**config.mk**
```make
export PLATFORM = sky130hd
export DESIGN_NAME = msx_io_cycle_gen_flat
export DESIGN_NICKNAME = d
export VERILOG_FILES = /design/src/rtl/msx_io_cycle_gen_if.sv /design/src/rtl/msx_io_cycle_gen.sv /design/src/flat_wrapper.sv
export SDC_FILE = /design/constraint.sdc
export NUM_CORES = 1
export LEC_CHECK = 0
export CAP_MARGIN = 20
export CORE_ASPECT_RATIO = 1.4
export CORE_UTILIZATION = 45
export CTS_CLUSTER_SIZE = 10
export DETAILED_ROUTE_END_ITERATION = 10
export PLACE_DENSITY = 0.78
export SYNTH_ARGS = -nofsm -noshare
export SYNTH_HDL_FRONTEND = slang
export SYNTH_SLANG_ARGS = --single-unit
```
**constraint.sdc**
```tcl
create_clock -name clk -period 4.9 [get_ports clk]
set_input_delay 0.98 -clock clk [delete_from_list [all_inputs] [get_ports clk]]
set_output_delay 0.98 -clock clk [all_outputs]
set_load 0.01 [all_outputs]
```
**src/rtl/msx_io_cycle_gen_if.sv**
```systemverilog
// Bundles the command/response handshake and the MSX slot I/O bus of msx_io_cycle_gen.
// Ports: cmd_* request (valid/ready), rsp_* one-cycle completion, slot_* cartridge bus,
//        cpu_ff_slot_data/cpu_drive_en toward the slot-data bridge.
// master = the cycle generator (drives slot strobes and responses); slave = driver/cartridge side.
interface msx_io_cycle_gen_if;
  logic       cmd_valid;
  logic       cmd_ready;
  logic       cmd_write;
  logic [7:0] cmd_addr;
  logic [7:0] cmd_wdata;
  logic       rsp_valid;
  logic [7:0] rsp_rdata;
  logic       rsp_timeout;
  logic       slot_wait;
  logic [7:0] slot_d_in;
  logic [7:0] slot_a;
  logic       slot_iorq_n;
  logic       slot_rd_n;
  logic       slot_wr_n;
  logic [7:0] cpu_ff_slot_data;
  logic       cpu_drive_en;

  modport master (
    input  cmd_valid, cmd_write, cmd_addr, cmd_wdata, slot_wait, slot_d_in,
    output cmd_ready, rsp_valid, rsp_rdata, rsp_timeout,
           slot_a, slot_iorq_n, slot_rd_n, slot_wr_n, cpu_ff_slot_data, cpu_drive_en
  );

  modport slave (
    output cmd_valid, cmd_write, cmd_addr, cmd_wdata, slot_wait, slot_d_in,
    input  cmd_ready, rsp_valid, rsp_rdata, rsp_timeout,
           slot_a, slot_iorq_n, slot_rd_n, slot_wr_n, cpu_ff_slot_data, cpu_drive_en
  );
endinterface

```
**src/rtl/msx_io_cycle_gen.sv**
```systemverilog
// Purpose: turns single I/O commands into Z80-style MSX slot I/O cycles (SETUP/STROBE/HOLD).
// Latency: accept -> rsp_valid after S+P+W+H+1 cycles (W = slot_wait cycles in STROBE).
// Backpressure: cmd_ready high only in IDLE; slot_wait stretches STROBE.
// Ports: clk, reset (sync, active-high); bus (msx_io_cycle_gen_if.master) carries cmd_*, rsp_*,
//        slot_a/slot_iorq_n/slot_rd_n/slot_wr_n, slot_wait, slot_d_in, cpu_ff_slot_data, cpu_drive_en.
// Option: define IO_CYCLE_TIMEOUT_EN to abort STROBE after WAIT_TIMEOUT_CYCLES consecutive waits
//         (completion then reports rsp_timeout=1, rsp_rdata=0xFF); otherwise waits are unbounded.
module msx_io_cycle_gen #(
  parameter int unsigned SETUP_CYCLES        = 1,
  parameter int unsigned STROBE_CYCLES       = 2,
  parameter int unsigned HOLD_CYCLES         = 1,
  parameter int unsigned WAIT_TIMEOUT_CYCLES = 64
) (
  input logic               clk,
  input logic               reset,
  msx_io_cycle_gen_if.master bus
);

  typedef enum logic [1:0] {IDLE, SETUP, STROBE, HOLD} state_t;

  state_t     state_q;
  logic [7:0] cnt_q;
  logic [7:0] slot_a_q;
  logic [7:0] wdata_q;
  logic [7:0] rdata_q;
  logic       write_q;
  logic       iorq_n_q;
  logic       rd_n_q;
  logic       wr_n_q;
  logic       drive_q;
  logic       rsp_valid_q;
  logic       accept;
  logic       wait_expire;

  assign bus.cmd_ready = (state_q == IDLE) && !reset;
  assign accept        = bus.cmd_valid && bus.cmd_ready;

`ifdef IO_CYCLE_TIMEOUT_EN
  logic [7:0] wcnt_q;
  logic       timed_out_q;
  logic       rsp_timeout_q;
  // Abort on the cycle that would make the wait count reach the limit.
  assign wait_expire     = bus.slot_wait && (wcnt_q == 8'(WAIT_TIMEOUT_CYCLES - 1));
  assign bus.rsp_timeout = rsp_timeout_q;
`else
  logic unused_timeout_param;
  assign unused_timeout_param = ^8'(WAIT_TIMEOUT_CYCLES);
  assign wait_expire          = 1'b0;
  assign bus.rsp_timeout      = 1'b0;
`endif

  always_ff @(posedge clk) begin
    if (reset) begin
      state_q     <= IDLE;
      cnt_q       <= 8'd1;
      slot_a_q    <= 8'h00;
      wdata_q     <= 8'h00;
      rdata_q     <= 8'h00;
      write_q     <= 1'b0;
      iorq_n_q    <= 1'b1;
      rd_n_q      <= 1'b1;
      wr_n_q      <= 1'b1;
      drive_q     <= 1'b0;
      rsp_valid_q <= 1'b0;
`ifdef IO_CYCLE_TIMEOUT_EN
      wcnt_q        <= 8'h00;
      timed_out_q   <= 1'b0;
      rsp_timeout_q <= 1'b0;
`endif
    end else begin
      rsp_valid_q <= 1'b0;
`ifdef IO_CYCLE_TIMEOUT_EN
      rsp_timeout_q <= 1'b0;
`endif
      case (state_q)
        IDLE: begin
          if (accept) begin
            state_q  <= SETUP;
            cnt_q    <= 8'(SETUP_CYCLES);
            slot_a_q <= bus.cmd_addr;
            write_q  <= bus.cmd_write;
            if (bus.cmd_write) begin
              wdata_q <= bus.cmd_wdata;
              drive_q <= 1'b1;
            end
          end
        end
        SETUP: begin
          if (cnt_q == 8'd1) begin
            state_q  <= STROBE;
            cnt_q    <= 8'(STROBE_CYCLES);
            iorq_n_q <= 1'b0;
            wr_n_q   <= !write_q;
            rd_n_q   <= write_q;
`ifdef IO_CYCLE_TIMEOUT_EN
            wcnt_q      <= 8'h00;
            timed_out_q <= 1'b0;
`endif
          end else begin
            cnt_q <= cnt_q - 8'd1;
          end
        end
        STROBE: begin
`ifdef IO_CYCLE_TIMEOUT_EN
          if (bus.slot_wait) wcnt_q <= wcnt_q + 8'd1;
`endif
          if (wait_expire) begin
            state_q  <= HOLD;
            cnt_q    <= 8'(HOLD_CYCLES);
            iorq_n_q <= 1'b1;
            rd_n_q   <= 1'b1;
            wr_n_q   <= 1'b1;
            rdata_q  <= 8'hFF;
`ifdef IO_CYCLE_TIMEOUT_EN
            timed_out_q <= 1'b1;
`endif
          end else if (!bus.slot_wait) begin
            // Counter only advances on wait-free cycles, so P is a minimum.
            if (cnt_q == 8'd1) begin
              state_q  <= HOLD;
              cnt_q    <= 8'(HOLD_CYCLES);
              iorq_n_q <= 1'b1;
              rd_n_q   <= 1'b1;
              wr_n_q   <= 1'b1;
              if (!write_q) rdata_q <= bus.slot_d_in;
            end else begin
              cnt_q <= cnt_q - 8'd1;
            end
          end
        end
        HOLD: begin
          if (cnt_q == 8'd1) begin
            state_q     <= IDLE;
            drive_q     <= 1'b0;
            rsp_valid_q <= 1'b1;
`ifdef IO_CYCLE_TIMEOUT_EN
            rsp_timeout_q <= timed_out_q;
`endif
          end else begin
            cnt_q <= cnt_q - 8'd1;
          end
        end
        default: state_q <= IDLE;
      endcase
    end
  end

  assign bus.slot_a           = slot_a_q;
  assign bus.cpu_ff_slot_data = wdata_q;
  assign bus.cpu_drive_en     = drive_q;
  assign bus.slot_iorq_n      = iorq_n_q;
  assign bus.slot_rd_n        = rd_n_q;
  assign bus.slot_wr_n        = wr_n_q;
  assign bus.rsp_valid        = rsp_valid_q;
  assign bus.rsp_rdata        = rdata_q;

endmodule

```
**src/flat_wrapper.sv**
```systemverilog
// flat-port wrapper written by rule: the top's interface ports become plain ports
module msx_io_cycle_gen_flat 
#(
  parameter int unsigned SETUP_CYCLES        = 1,
  parameter int unsigned STROBE_CYCLES       = 2,
  parameter int unsigned HOLD_CYCLES         = 1,
  parameter int unsigned WAIT_TIMEOUT_CYCLES = 64
)
  (clk, reset, bus_cmd_valid, bus_cmd_write, bus_cmd_addr, bus_cmd_wdata, bus_slot_wait, bus_slot_d_in, bus_cmd_ready, bus_rsp_valid, bus_rsp_rdata, bus_rsp_timeout, bus_slot_a, bus_slot_iorq_n, bus_slot_rd_n, bus_slot_wr_n, bus_cpu_ff_slot_data, bus_cpu_drive_en);
  msx_io_cycle_gen_if bus_i ();
  input logic clk;
  input logic reset;
  input wire logic [$bits(bus_i.cmd_valid)-1:0] bus_cmd_valid;
  input wire logic [$bits(bus_i.cmd_write)-1:0] bus_cmd_write;
  input wire logic [$bits(bus_i.cmd_addr)-1:0] bus_cmd_addr;
  input wire logic [$bits(bus_i.cmd_wdata)-1:0] bus_cmd_wdata;
  input wire logic [$bits(bus_i.slot_wait)-1:0] bus_slot_wait;
  input wire logic [$bits(bus_i.slot_d_in)-1:0] bus_slot_d_in;
  output wire logic [$bits(bus_i.cmd_ready)-1:0] bus_cmd_ready;
  output wire logic [$bits(bus_i.rsp_valid)-1:0] bus_rsp_valid;
  output wire logic [$bits(bus_i.rsp_rdata)-1:0] bus_rsp_rdata;
  output wire logic [$bits(bus_i.rsp_timeout)-1:0] bus_rsp_timeout;
  output wire logic [$bits(bus_i.slot_a)-1:0] bus_slot_a;
  output wire logic [$bits(bus_i.slot_iorq_n)-1:0] bus_slot_iorq_n;
  output wire logic [$bits(bus_i.slot_rd_n)-1:0] bus_slot_rd_n;
  output wire logic [$bits(bus_i.slot_wr_n)-1:0] bus_slot_wr_n;
  output wire logic [$bits(bus_i.cpu_ff_slot_data)-1:0] bus_cpu_ff_slot_data;
  output wire logic [$bits(bus_i.cpu_drive_en)-1:0] bus_cpu_drive_en;
  assign bus_i.cmd_valid = bus_cmd_valid;
  assign bus_i.cmd_write = bus_cmd_write;
  assign bus_i.cmd_addr = bus_cmd_addr;
  assign bus_i.cmd_wdata = bus_cmd_wdata;
  assign bus_i.slot_wait = bus_slot_wait;
  assign bus_i.slot_d_in = bus_slot_d_in;
  assign bus_cmd_ready = bus_i.cmd_ready;
  assign bus_rsp_valid = bus_i.rsp_valid;
  assign bus_rsp_rdata = bus_i.rsp_rdata;
  assign bus_rsp_timeout = bus_i.rsp_timeout;
  assign bus_slot_a = bus_i.slot_a;
  assign bus_slot_iorq_n = bus_i.slot_iorq_n;
  assign bus_slot_rd_n = bus_i.slot_rd_n;
  assign bus_slot_wr_n = bus_i.slot_wr_n;
  assign bus_cpu_ff_slot_data = bus_i.cpu_ff_slot_data;
  assign bus_cpu_drive_en = bus_i.cpu_drive_en;
  msx_io_cycle_gen #(.SETUP_CYCLES(SETUP_CYCLES), .STROBE_CYCLES(STROBE_CYCLES), .HOLD_CYCLES(HOLD_CYCLES), .WAIT_TIMEOUT_CYCLES(WAIT_TIMEOUT_CYCLES)) u_core (.clk(clk), .reset(reset), .bus(bus_i));
endmodule
```
==> flow_summary.yaml <==
worst_setup_path:
  crit_arrival_ns: 2.33
  cp_max_fo: 28
  slowest_delay_ns: 0.55
  r2r_cells: 6
  cpMostUsedCell: "clkdlybuf4s50_1"
  start_kind: "input port"
  cp_slowest_cell: "clkdlybuf4s50_1"
  timing.rr.end: "u_core.cnt_q[4]"
  path_buf_inv: 3
  crit_type: "input port to output pin"
  endpoint_kind: "output pin"
  path_cells: "clkdlybuf4s50_1 > buf_4 > nor2b_1 > clkdlybuf4s50_1"
  critPathRequiredTime_ns: 3.92
  crit_family: "buffers and inverters"
  r2r_slack_ns: 2.56
  r2r-start: "u_core.state_q[0]"
timing:
  finalHoldViolCount: 0
  tns_ns: 0
  layout_min_cycle_time_ns: 3.31
  worst_pin_slew_ns: 0.989
  skew_ns: 0.00518
  max_freq_ghz: 0.302
  period_share_pct: 67.6
  rsz0062_at_grt: "false"
  timing.max_slew.rel_slack_pct: 33.7
  maxSlewViolCount: 0
  final-setup-viol-count: 0
global_routing:
  grt_pass1_wl_mm: 6.67
  grt_use_total_pct: 19.3
  grt_max_degree: 29
  grt.overflow.total: 0
  antenna_found_initial: 0
  grt_pass1_vias: 1478
clock_network:
  clock_latency_ns: 0.29
  cts-htree-levels: 2
  cts-resized-gates: 0
  cts_tree: "done"
  clock_path_buffers: 2
  holdBufCountCts: 0
  path_clk_slew_ns: 0.08
  cts_sinks: 40
  postCtsSetupRepairBufs: 0
  cts-root-buf: "clkbuf_8"
  numCtsBuffers: 5
floorplan:
  ios: 60
  die-area_um2: 4380
  rows: 27
  core-area_um2: 3950
  dieWidth_um: 56.2
  fp.dieH_um: 77.9
  initial_core_util_pct: 46.9
synthesis:
  synthArstFlopShare_pct: 0
  synth_ff_type: "dfxtp_1"
  yosysTopAreaCell: "dfxtp_1"
  yosysMostFrequentCell: "dfxtp_1"
  ys_seq_area_share_pct: 43.2
  synth_cell_types: 41
  synth.area.top_cells: "dfxtp_1, nand2_1, a21oi_1, mux2i_1, ha_1"
  synth_warnings: 0
  synthCells: 215
  synth_area_um2: 1850
  avgSynthCellArea_um2: 8.61
  ys_ff_latch: 40
  synth_nets: 251
  synth_common_cells: "dfxtp_1, nand2_1, a21oi_1"
  synth-edff-count: 0
  yosysTopAreaCellShare_pct: 43.2
placement:
  place.gp.congestion: 0.843
  hpwl_mm: 2.97
  io_buffers: 58
  placed_area_um2: 2420
route:
  finalWirelength_mm: 4.01
  drt_iter0_drc: 43
  wl_per_cell_um: 12.8
  route.detailed.drc: 0
  final_antenna_net_count: 0
  num_vias: 1663
  viasPerCell: 5.30
  first_pass_iters: 4
layout:
  area_growth_pct: 36.7
  fin_area_um2: 2530
  regArea_um2: 801
  drive_above_1_share_pct: 8.12
  nNetsFinal: 306
  multiInputGateArea_um2: 947
  n_antenna_cell: 0
  fill_cells: 340
power_and_ir_drop:
  p_leak_nw: 0.976
  p_per_area_nw_per_um2: 474
  vdd_drop_max_mv: 0.307
worst_hold_path:
  hold_end: "u_core.bus.cpu_ff_slot_data[4]"
  min_path_cells: 2
  min_path_type: "register to register"
  min-delay-start: "u_core.bus.cpu_ff_slot_data[4]"
run:
  drv_cap: 0
status:
  outcome: "complete, no violations"
[sequential cells by signal, summed over array words and instances (netlist names)]
signal                       flops
u_core.bus.cpu_ff_slot_data      8
u_core.bus.rsp_rdata             8
u_core.bus.slot_a                8
u_core.cnt_q                     8
u_core.state_q                   2
u_core.bus.cpu_drive_en          1
u_core.bus.rsp_valid             1
u_core.bus.slot_iorq_n           1
u_core.bus.slot_rd_n             1
u_core.bus.slot_wr_n             1
u_core.write_q                   1
[routing by layer]
| metal | wire, um | up-vias | global-route usage, % |
|---|---|---|---|
| met4 | 49 | 0 | 7.07 |
| met5 | 0 | - | 0 |
| met1 | 1730 | 775 | 21.4 |
| met3 | 123 | 5 | 4.00 |
| met2 | 2100 | 27 | 35.6 |
| li1 | - | 856 | - |
[worst reg2reg max path, stage by stage, from the launching register on]
cell	delay [ns]
dfxtp_1	0.39
inv_1	0.10
ha_1	0.31
nand2_1	0.17
o21ai_1	0.35
o31ai_1	0.79
a21oi_1	0.09
[worst max path at each step]
| stage | depth (start not counted) | from | slack, ns | to |
|---|---|---|---|---|
| finish | 4 | reset | 1.59 | bus_cmd_ready |
| global route | 4 | reset | 1.49 | bus_cmd_ready |
| CTS | 4 | reset | 1.59 | bus_cmd_ready |
| detailed placement | 4 | reset | 1.60 | bus_cmd_ready |
| global placement | 4 | reset | 1.61 | bus_cmd_ready |
| floorplan | 2 | reset | 2.61 | bus_cmd_ready |
[through the flow]
| step | instances | util, % | setup WS, ns | hold slack, ns | total power [mW] |
|---|---|---|---|---|---|
| floorplan | 215 | - | 2.61 | 0.471 | 0.794 |
| global placement | 306 | 61.3 | 1.61 | 0.442 | 0.938 |
| detailed placement | 306 | 61.3 | 1.60 | 0.448 | 0.945 |
| CTS | 314 | 64.0 | 1.59 | 0.459 | 1.21 |
| global route | 314 | 64.0 | 1.49 | 0.480 | 1.29 |
| finish | 314 | 64.0 | 1.59 | 0.455 | 1.20 |
[final cells by class]
cell class              instances  share of cell area (%)
flip-flops and latches         40                    31.6
clock buffers                   6                    2.87
clock inverters                 2                    1.38
well taps                      43                    2.13
multi-input cells             155                    37.4
inverters                       9                    1.33
repair buffers                 59                    23.2
[cell families after synthesis]
group | after synthesis | share of synthesized area, %
fa+ha+maj | 7 | 4.73
buf+inv | 20 | 5.61
other cells | 1 | 0.203
simple gates | 85 | 24.3
flops | 40 | 43.2
mux | 9 | 4.87
compound gates | 53 | 17.1
[cells in the final DEF (no fill, tap or decap), types with 2 or more instances in the layout]
cell type / count
mux2i_1: 9
nand2_1: 39
or3_2: 2
dfxtp_1: 40
ha_1: 7
nor2b_1: 2
nor2_1: 16
clkbuf_8: 5
a21oi_1: 23
nor3_1: 5
o21ai_0: 12
clkdlybuf4s50_1: 58
a21o_1: 2
inv_1: 9
or4_2: 5
o31ai_1: 7
nand3_1: 3
o32ai_1: 2
[where the power goes]
part	internal, mW	total, mW	leakage, nW	switching (mW)
Clock	0.151	0.263	0.0552	0.112
Combinational	0.239	0.513	0.595	0.274
Sequential	0.380	0.424	0.326	0.0446
(Power assumes the default switching activity.)
